===== src/rtl/pc_seq_pkg.sv =====
// pc_seq_pkg: shared state encoding and constants for the fetch/issue sequencer.
package pc_seq_pkg;
   typedef enum logic [1:0] {FETCH, WAIT, ISSUE} state_t;
   localparam int INSTR_W = 32;
   localparam int PC_INC  = 4;
endpackage


===== src/rtl/pc_incr_mux.sv =====
// pc_incr_mux: next-PC select, taken branch target or sequential PC, wrapping modulo 2^WIDTH.
module pc_incr_mux import pc_seq_pkg::*; #(
   parameter int WIDTH = 32
) (
   input  logic [WIDTH-1:0] PC,
   input  logic [WIDTH-1:0] ImmOp,
   input  logic             PCsrc,
   output logic [WIDTH-1:0] next
);
   assign next = PCsrc ? PC + ImmOp : PC + WIDTH'(PC_INC);
endmodule


===== src/rtl/pc_sequencer.sv =====
// pc_sequencer: FETCH/WAIT/ISSUE instruction sequencer with stall hold and branch redirect.
// Optional FETCH_PERF_EN adds fetch_cnt/stall_cnt performance counters.
module pc_sequencer import pc_seq_pkg::*; #(
   parameter int             WIDTH     = 32,
   parameter logic [WIDTH-1:0] RESET_VEC = '0
) (
   input  logic               clk,
   input  logic               rst,
   input  logic [WIDTH-1:0]   ImmOp,
   input  logic               PCsrc,
   input  logic               stall,
   output logic               imem_req,
   output logic [WIDTH-1:0]   imem_addr,
   input  logic               imem_ready,
   input  logic               imem_rvalid,
   input  logic [INSTR_W-1:0] imem_rdata,
   output logic [INSTR_W-1:0] instr,
   output logic               instr_valid,
   output logic [WIDTH-1:0]   PC
`ifdef FETCH_PERF_EN
   ,
   output logic [31:0]        fetch_cnt,
   output logic [31:0]        stall_cnt
`endif
);
   state_t             r_state, w_state_nxt;
   logic [WIDTH-1:0]   r_fetch_pc, r_pc, w_pc_next;
   logic [INSTR_W-1:0] r_instr;
   logic               w_accept, w_capture, w_advance;

   assign w_accept  = r_state == FETCH && imem_ready;
   assign w_capture = r_state == WAIT && imem_rvalid;
   assign w_advance = r_state == ISSUE && !stall;

   pc_incr_mux #(.WIDTH(WIDTH)) u_incr (
      .PC    (r_pc),
      .ImmOp (ImmOp),
      .PCsrc (PCsrc),
      .next  (w_pc_next)
   );

   always_ff @(posedge clk) r_state <= rst ? FETCH : w_state_nxt;

   always_comb begin
      w_state_nxt = r_state;
      unique case (r_state)
         FETCH:   w_state_nxt = imem_ready  ? WAIT  : FETCH;
         WAIT:    w_state_nxt = imem_rvalid ? ISSUE : WAIT;
         ISSUE:   w_state_nxt = stall       ? ISSUE : FETCH;
         default: w_state_nxt = FETCH;
      endcase
   end

   always_ff @(posedge clk) begin
      if (rst) begin
         r_fetch_pc <= RESET_VEC;
         r_pc       <= RESET_VEC;
         r_instr    <= '0;
      end else begin
         if (w_capture) begin
            r_instr <= imem_rdata;
            r_pc    <= r_fetch_pc;
         end
         if (w_advance) r_fetch_pc <= w_pc_next;
      end
   end

   // request is masked while reset is held so nothing is launched before release
   assign imem_req    = r_state == FETCH && !rst;
   assign imem_addr   = r_fetch_pc;
   assign instr       = r_instr;
   assign instr_valid = r_state == ISSUE;
   assign PC          = r_pc;

`ifdef FETCH_PERF_EN
   logic [31:0] r_fetch_cnt, r_stall_cnt;
   always_ff @(posedge clk) begin
      if (rst) begin
         r_fetch_cnt <= '0;
         r_stall_cnt <= '0;
      end else begin
         if (w_accept) r_fetch_cnt <= r_fetch_cnt + 32'd1;
         if (r_state == ISSUE && stall) r_stall_cnt <= r_stall_cnt + 32'd1;
      end
   end
   assign fetch_cnt = r_fetch_cnt;
   assign stall_cnt = r_stall_cnt;
`endif
endmodule


===== config.mk =====
export PLATFORM = sky130hd
export DESIGN_NAME = pc_sequencer
export DESIGN_NICKNAME = d
export VERILOG_FILES = /design/src/rtl/pc_seq_pkg.sv /design/src/rtl/pc_incr_mux.sv /design/src/rtl/pc_sequencer.sv
export SDC_FILE = /design/constraint.sdc
export NUM_CORES = 1
export LEC_CHECK = 0
export CAP_MARGIN = 30
export CORE_ASPECT_RATIO = 2
export CORE_MARGIN = 2
export CORE_UTILIZATION = 44
export DETAILED_ROUTE_END_ITERATION = 10
export MAX_ROUTING_LAYER = met4
export PLACE_DENSITY_LB_ADDON = 0.08
export SYNTH_ARGS = -nofsm -noshare
export SYNTH_HDL_FRONTEND = slang
export SYNTH_SLANG_ARGS = --single-unit

===== constraint.sdc =====
create_clock -name clk -period 2.6 [get_ports clk]
set_input_delay 0.26 -clock clk [delete_from_list [all_inputs] [get_ports clk]]
set_output_delay 0.26 -clock clk [all_outputs]
set_load 0.03 [all_outputs]

==> results.ini <==
[cts]
clockRootBuffer=clkbuf_16
cts.sinks=98
htreeDepth=3
clockBufferDepth=2
clk_pin_slew_ps=80
tritoncts=yes
cts_buffers=9
cts_hold_buf=0
clock_latency_ps=350

[setup_path]
crit_path_start_kind=flip-flop
crit_slowest_cell=dfxtp_4
cp_cell_sequence=ha_4 > fa_2 > a21o_1 > a221oi_4 > o21ai_2 > a21oi_2 > o41a_1 > o21ai_2 > a21oi_4 > mux2_4 > a221oi_2
cp.required_ps=2870
crit_type=reg2reg
slowest_delay_ps=360
crit_family=compound AO/OA/AOI/OAI gates
cp-end-kind=flip-flop
crit_path_max_fanout=3
worstPathBufferInverterCount=0
crit_path_frequent_cell=o21ai_2
arrival_ps=3050

[final_layout]
diodes=0
areaGrowthSynthToFinish_pct=59.1
layout.nets=1133
n_fill_cell=1041
drive_above_1_share_pct=22.3

[grt]
grt_antenna_before_repair=0
use_met1_pct=29.6
grt_pass1_vias=6797
grt_util_met2_pct=59.0
grt_use_met3_pct=4.24
grt_first_pass_wirelength_mm=34.3
grt.total_usage_pct=31.4
grt-busiest-layer=met2
grt_max_degree=72
overflow=0

[power]
p_per_area_nw_per_um2=381
total_power_mw=3.55
peakVddDrop_v=0.000356
leakage_nw=3.66

[yosys]
yosys_warnings=0
yosys-top-cells-count=nand2_1 (178), a21oi_1 (103), dfxtp_1 (98), nor2_1 (62), clkbuf_1 (40)
netlist_area_sq_um=5850
synth_top_cells_by_area=dfxtp_1 (34%), nand2_1 (11%), a21oi_1 (8.8%)
yosysMostFrequentCell=nand2_1
syn-num-nets=867
ys_types=69
synth_top_cell_by_area=dfxtp_1
synth_cells=764
synth_fa_ha_area_share_pct=7.18
synthMuxAreaShare_pct=1.30
ys_async_sr_fraction_pct=0
synth_xor_area_share_pct=7.63
synth_compound_area_share_pct=23.0
synth_area_per_cell_sq_um=7.66
synth_top_family_by_area=simple AND/OR/NAND/NOR gates
synth_top_flop_cell=dfxtp_1
synthSimpleGateAreaFrac_pct=24.0
yosys_register_bits=98
synth_top_area_share_pct=33.5
synth-edff-count=0
yosysSeqAreaShare_pct=33.5

[drt]
post_drt_wl_per_cell_um=18.6
drt_iter0_drc=333
drc=0
first_pass_iters=5
drtAntennaViolNets=0
finalWirelength_mm=22.1
vias_per_cell=5.59
vias=6639

[job]
max_cap_violations=0

[placed_design]
hpwl_mm=16.5
place.port_buffers=167
place.gp.congestion=0.924

[floorplanning]
initial_utilization_pct=45.1
die_w_um=85.6
coreArea_sq_um=13000
ioPinCount=168
die_area_sq_um=14300
die_h_um=167
rows=59

[timing]
slew_violations=0
relSlewSlack_pct=47.7
hold_viol_final=0
timing.fmax_mhz=359
tightest_slew_ps=785
fin_ws_ps=-182
finalCritPeriodShare_pct=107
finalSetupTns_ps=-930
rsz0062_at_grt=true
clock_skew_ps=10.6
min_period_ps=2780
setup_violations=9

[outcome]
status=complete, but fails checks
violations=negative setup slack

[hold_path]
hp-class=in2reg

[metal layers]
layer | wire (um) | share of wire (%)
met1 | 7370 | 33
met2 | 12400 | 56
met3 | 956 | 4.3
met4 | 1430 | 6.5
met5 | 0 | 0
[worst paths after layout]
check | slack (ps) | endpoint | depth (start not counted) | from
worst max-delay path | -180 | imem_addr[30]$_SDFFE_PP0P_ | 11 | PC[0]$_SDFFE_PP0P_
worst max register to register | -180 | imem_addr[30]$_SDFFE_PP0P_ | 11 | PC[0]$_SDFFE_PP0P_
worst min register to register | 460 | instr[1]$_SDFFE_PP0P_ | 2 | instr[1]$_SDFFE_PP0P_
worst min-delay path | 310 | imem_addr[23]$_SDFFE_PP0P_ | 2 | rst
[flip-flops by register name (all words and copies together), names as in the netlist]
| signal | cells |
|---|---|
| imem_addr | 32 |
| r_state | 2 |
| instr | 32 |
| PC | 32 |
[timing repair]
action / 4_1_cts / 5_1_grt
pin swaps: 32 / 29
gates resized for setup: 47 / 42
buffers inserted: 11 / 11
endpoints found under the setup margin: 15 / 20
[power by group]
group / total (mW) / internal (mW) / switching, mW
Sequential: 1.55 / 1.53 / 0.0209
Combinational: 0.599 / 0.273 / 0.326
Clock: 1.40 / 0.697 / 0.701
Total: 3.55 / 2.50 / 1.05
[cells in the final DEF (no fill, tap or decap), types with 11 or more instances in the layout]
cell             instances
a211oi_1                12
a21oi_1                 96
and3_1                  13
buf_4                  119
clkdlybuf4s50_1        152
dfxtp_1                 85
dfxtp_2                 12
dlygate4sd2_1           11
ha_1                    18
ha_4                    14
nand2_1                177
nand3_1                 17
nor2_1                  59
o21ai_0                 19
xnor2_1                 23
xor2_1                  25
[cells by family after synthesis]
group,count (synthesis)
AND/OR/NAND/NOR,320
adder cells (fa/ha/maj),33
multiplexers,7
buffers and inverters,50
AO/OA/AOI/OAI,205
XOR/XNOR,51
flip-flops,98
[through the flow]
step                hold slack, ps  std cells  util (%)  setup WS, ps  area [sq um]
floorplan                      396        764         -          -165          5900
global placement               441       1151      65.1          -690          8460
detailed placement             447       1151      65.1          -700          8460
CTS                            307       1178      70.0          -135          9090
global route                   331       1187      71.7          -258          9320
finish                         305       1187      71.7          -182          9320
[cell type report]
type / instances / area, sq um / area share [%]
Multi-Input combinational cell: 616 / 4090 / 43.9
Timing Repair Buffer: 298 / 2710 / 29.1
Sequential cell: 98 / 1980 / 21.3
Clock buffer: 9 / 225 / 2.42
Tap cell: 152 / 190 / 2.04
Clock inverter: 7 / 86.3 / 0.927
Inverter: 7 / 26.3 / 0.282
[worst reg2reg max path, stage by stage (launching register included)]
cell,delay [ps]
dfxtp_4,360
ha_4,160
fa_2,350
a21o_1,210
a221oi_4,280
o21ai_2,130
a21oi_2,170
o41a_1,200
o21ai_2,90
a21oi_4,210
mux2_4,320
a221oi_2,220
Note: power is estimated with default switching activity, not from simulation.
